## src/rtl/mmio_timer_io.sv

```systemverilog
// mmio_timer_io: memory-mapped LED / switch / timer peripheral on the CPU bus.
//   clk, reset     : single clock, synchronous active-high reset
//   mem_addr/cmd   : CPU bus address and command (01 read, 10 write, else idle)
//   write_data     : CPU store data
//   SW             : asynchronous switch inputs, two-flop synchronised
//   read_data/sel  : combinational read return for the top-level read mux
//   LEDR           : LED register
//   timer_irq      : mirrors STATUS.match
// Map: 0x100 LED, 0x140 SW, 0x180 COUNT, 0x181 CMP, 0x182 CTRL{autoclr,en},
//      0x183 STATUS{match} (write-1-to-clear).
module mmio_timer_io #(
  parameter int PRESCALE = 50,
  parameter int SW_W     = 10,
  parameter int LED_W    = 8
) (
  input  logic              clk,
  input  logic              reset,
  input  logic [8:0]        mem_addr,
  input  logic [1:0]        mem_cmd,
  input  logic [15:0]       write_data,
  input  logic [SW_W-1:0]   SW,
  output logic [15:0]       read_data,
  output logic              read_sel,
  output logic [LED_W-1:0]  LEDR,
  output logic              timer_irq
);

  localparam int PW = (PRESCALE > 1) ? $clog2(PRESCALE) : 1;
  localparam logic [PW-1:0] PMAX = PW'(PRESCALE - 1);

  localparam logic [8:0] A_LED    = 9'h100;
  localparam logic [8:0] A_SW     = 9'h140;
  localparam logic [8:0] A_COUNT  = 9'h180;
  localparam logic [8:0] A_CMP    = 9'h181;
  localparam logic [8:0] A_CTRL   = 9'h182;
  localparam logic [8:0] A_STATUS = 9'h183;

  typedef struct packed {
    logic autoclr;
    logic en;
  } ctrl_t;

  logic [LED_W-1:0] led_q, led_d;
  logic [SW_W-1:0]  sw_s1_q, sw_s2_q;
  logic [15:0]      count_q, count_d;
  logic [15:0]      cmp_q, cmp_d;
  ctrl_t            ctrl_q, ctrl_d;
  logic             status_q, status_d;
  logic [PW-1:0]    presc_q, presc_d;

  logic is_wr, is_rd, tick, match;

  assign is_wr = (mem_cmd == 2'b10);
  assign is_rd = (mem_cmd == 2'b01);

  // Tick and match both come from current state, so a same-cycle CMP or COUNT
  // write affects only the following tick.
  assign tick  = ctrl_q.en && (presc_q == PMAX);
  assign match = (count_q == cmp_q);

  // Read path: zero latency, no side effects.
  always_comb begin
    read_sel  = 1'b0;
    read_data = 16'h0000;
    if (is_rd) begin
      read_sel = 1'b1;
      case (mem_addr)
        A_LED:    read_data = 16'(led_q);
        A_SW:     read_data = 16'(sw_s2_q);
        A_COUNT:  read_data = count_q;
        A_CMP:    read_data = cmp_q;
        A_CTRL:   read_data = {14'h0, ctrl_q};
        A_STATUS: read_data = {15'h0, status_q};
        default:  read_sel  = 1'b0;
      endcase
    end
  end

  always_comb begin
    led_d    = led_q;
    cmp_d    = cmp_q;
    ctrl_d   = ctrl_q;
    count_d  = count_q;
    status_d = status_q;

    if (is_wr && mem_addr == A_LED)  led_d  = write_data[LED_W-1:0];
    if (is_wr && mem_addr == A_CMP)  cmp_d  = write_data;
    if (is_wr && mem_addr == A_CTRL) ctrl_d = ctrl_t'(write_data[1:0]);

    if (tick) count_d = (match && ctrl_q.autoclr) ? 16'h0000 : count_q + 16'h1;
    // CPU write beats the timer increment.
    if (is_wr && mem_addr == A_COUNT) count_d = write_data;

    if (is_wr && mem_addr == A_STATUS && write_data[0]) status_d = 1'b0;
    // A new match beats a concurrent clear.
    if (tick && match) status_d = 1'b1;

    // Counts only while enabled before and after this edge; a write of EN=0
    // zeroes the prescaler at the same edge, and enabling starts it from 0.
    if (ctrl_q.en && ctrl_d.en && !tick) presc_d = presc_q + PW'(1);
    else                                 presc_d = '0;
  end

  always_ff @(posedge clk) begin
    if (reset) begin
      led_q    <= '0;
      sw_s1_q  <= '0;
      sw_s2_q  <= '0;
      count_q  <= '0;
      cmp_q    <= '0;
      ctrl_q   <= '0;
      status_q <= 1'b0;
      presc_q  <= '0;
    end else begin
      led_q    <= led_d;
      sw_s1_q  <= SW;
      sw_s2_q  <= sw_s1_q;
      count_q  <= count_d;
      cmp_q    <= cmp_d;
      ctrl_q   <= ctrl_d;
      status_q <= status_d;
      presc_q  <= presc_d;
    end
  end

  assign LEDR      = led_q;
  assign timer_irq = status_q;

endmodule

```

## config.mk

```make
export PLATFORM = sky130hd
export DESIGN_NAME = mmio_timer_io
export DESIGN_NICKNAME = d
export VERILOG_FILES = /design/src/rtl/mmio_timer_io.sv
export SDC_FILE = /design/constraint.sdc
export NUM_CORES = 1
export LEC_CHECK = 0
export CAP_MARGIN = 20
export CORE_MARGIN = 10
export CORE_UTILIZATION = 46
export CTS_CLUSTER_DIAMETER = 80
export DETAILED_ROUTE_END_ITERATION = 6
export PLACE_DENSITY = 0.79
export SYNTH_ARGS = -nofsm -noshare
export SYNTH_HDL_FRONTEND = slang
export SYNTH_SLANG_ARGS = --single-unit
```

## constraint.sdc

```tcl
create_clock -name clk -period 4.4 [get_ports clk]
set_clock_uncertainty 0.1 [all_clocks]
set_input_delay 0.88 -clock clk [delete_from_list [all_inputs] [get_ports clk]]
set_output_delay 0.88 -clock clk [all_outputs]
set_load 0.005 [all_outputs]
```

==> results.toml <==
[run_status]
outcome = "completed"

[synth]
ys_top_cells_by_count = "dfxtp_1 (69), nand2_1 (43), a21oi_1 (39)"
synthArstFlopShare_pct = 0
netlist_area_um2 = 3380
syn_inst = 397
ys_seq_elements = 69
ys_types = 39
synth_area_leaders = "dfxtp_1 (41%), xor2_1 (6.5%), a21oi_1 (5.8%), nand2_1 (4.8%), nor2b_1 (4.4%)"
synth_warnings = 0
yosysSeqAreaShare_pct = 40.9
netlist.area_leader.share_pct = 40.9
synth-main-ff-cell = "dfxtp_1"
synth_edf_count = 0
syn_nets = 439
syn_area_per_cell_um2 = 8.50
yosysMostFrequentCell = "dfxtp_1"
yosysTopAreaCell = "dfxtp_1"

[power]
p_per_area_nw_per_um2 = 287
ir_drop_mv = 0.225
power.leakage_nw = 1.64

[worst_setup_path]
endpoint_kind = "output pin"
crit_required_ns = 3.42
crit_arrival_ns = 3.19
crit_path_start_kind = "primary input"
path_class = "primary input to output pin"
crit_path_max_fanout = 16

[layout]
final_cell_count_no_fill = 555
fillers = 628
final_net_count = 494
diodes = 0
area.growth.synth_to_final_pct = 26.9
drive_gt1_share_pct = 8.77
final_area_um2 = 4290

[cts]
cts-root-buf = "clkbuf_8"
post-cts-setup-buffers = 0
cts_buffer_depth = 2
cts_tree = "done"
path_clk_slew_ns = 0.07
hold_buffers = 0
htreeDepth = 3
cts_buffers = 9
cts_resized = 0
clock-sinks = 69
clk_latency_ns = 0.35

[sta]
hold_viol = 0
fin_crit_sh_pct = 94.8
max_freq_ghz = 0.240
worstMarginPinSlew_ns = 0.748
setup_viol = 0
hold_slack_ns = 0.335
rsz0062_at_grt = "no"
final_max_slew_viol_count = 0
slew-limit-headroom_pct = 50.0
tns_ns = 0
post-route-min-period_ns = 4.17

[worst_hold_path]
min_path_type = "flip-flop to flip-flop"

[detailed_routing]
wl_um = 9170
viasPerCell = 5.46
routedLengthMet1_um = 3970
firstDrtPassIters = 5
met3_length_um = 590
drc = 0
maxUsedRoutingLayer = "met4"
met2_length_um = 4440
dr.first_iter.drc_count = 281
detail_route.wl_per_cell_um = 16.5
ant_nets = 0
vias = 3032

[place]
gp_congestion = 0.882
placedCellCount = 540
hpwl_um = 6430
port_buffers = 64
placed_cell_area_um2 = 4090

[die]
core-area_um2 = 7180
ios = 65
die_area_um2 = 11200
die_w_um = 106
die_height_um = 106
initial_core_util_pct = 47.0
rows = 31

[grt]
grt_max_degree = 59
grt_pass1_wl_um = 15000
antenna_found_initial = 0
grt-ovfl-total = 0
grt_usage_pct = 16.3
grt_pass1_vias = 2921

[flow_run]
drv_cap = 0
per-stage QoR:
step | utilization [%] | power [mW] | setup slack (ns)
floorplan | - | 0.675 | 1.25
global placement | 57.0 | 0.722 | 0.295
detailed placement | 57.0 | 0.722 | 0.273
CTS | 59.7 | 1.24 | 0.245
global route | 59.7 | 1.27 | 0.128
finish | 59.7 | 1.23 | 0.230
cell usage in the layout (no fill, tap or decap), types with 2 or more instances in the layout:
cell type	netlist	final
xnor2_1	9	9
o22ai_1	16	16
ha_1	3	3
mux2i_1	10	10
nor2b_1	24	24
dfxtp_1	69	69
mux2_2	11	11
a22oi_1	13	13
nand2_1	43	43
nand3_1	13	13
a21oi_1	39	39
nor4b_1	2	2
clkbuf_8	0	10
nor4_1	5	5
nand4_1	5	5
clkdlybuf4s50_1	0	63
a222oi_1	3	3
buf_4	2	7
inv_1	7	7
nor3_1	4	4
nor2_1	34	34
and3_1	18	18
xor2_1	25	25
per-layer routing:
layer / up-vias / track usage, %
met2: 122 / 26.5
met3: 15 / 4.02
met1: 1409 / 20.1
met4: 0 / 6.67
li1: 1486 / -
met5: - / 0
sequential cells by signal, summed over array words and instances (netlist names):
| signal | flops |
|---|---|
| cmp_q | 16 |
| timer_irq | 1 |
| sw_s2_q | 10 |
| LEDR | 8 |
| presc_q | 6 |
| count_q | 16 |
| sw_s1_q | 10 |
| ctrl_q | 2 |
area by class of cell:
| type | instances | area [um2] | area share (%) |
|---|---|---|---|
| clock buffers | 10 | 138 | 3.21 |
| clock inverters | 5 | 60.1 | 1.40 |
| inverters | 7 | 26.3 | 0.613 |
| multi-input cells | 293 | 1850 | 43.1 |
| flip-flops and latches | 69 | 1380 | 32.2 |
| well taps | 99 | 124 | 2.89 |
| repair buffers | 72 | 708 | 16.5 |
final timing paths:
path / from / to / slack [ns] / cells after the start
min reg2reg: sw_s1_q[8] / sw_s2_q[8] / 0.34 / 1
max reg2reg: presc_q[0] / count_q[8] / 2.00 / 7
min: sw_s1_q[8] / sw_s2_q[8] / 0.34 / 1
max: mem_addr[0] / read_data[3] / 0.23 / 7
cells by family (layout without fill, tap and decap cells):
group,count (synthesis),in the layout,share of synthesized area [%]
buffers and inverters,35,94,4.34
DFF,69,69,40.9
adders and majority gates,3,3,1.11
xor gates and xnor gates,34,34,8.82
and+or+nand+nor,159,159,24.4
muxes,21,21,6.63
AOI/OAI and AO/OA,76,76,13.8
report_power, final:
group | leakage [nW] | internal [mW] | switching, mW
Combinational | 0.982 | 0.0427 | 0.0314
Clock | 0.0987 | 0.276 | 0.247
Sequential | 0.560 | 0.633 | 0.00210
critical path: stages:
cell and delay [ns]:
clkdlybuf4s50_1 0.55, or4bb_1 0.58, nor3_4 0.18, buf_12 0.17
a22oi_1 0.10, a21oi_1 0.19, clkdlybuf4s50_1 0.53
Power figures use the tool's default switching activity.
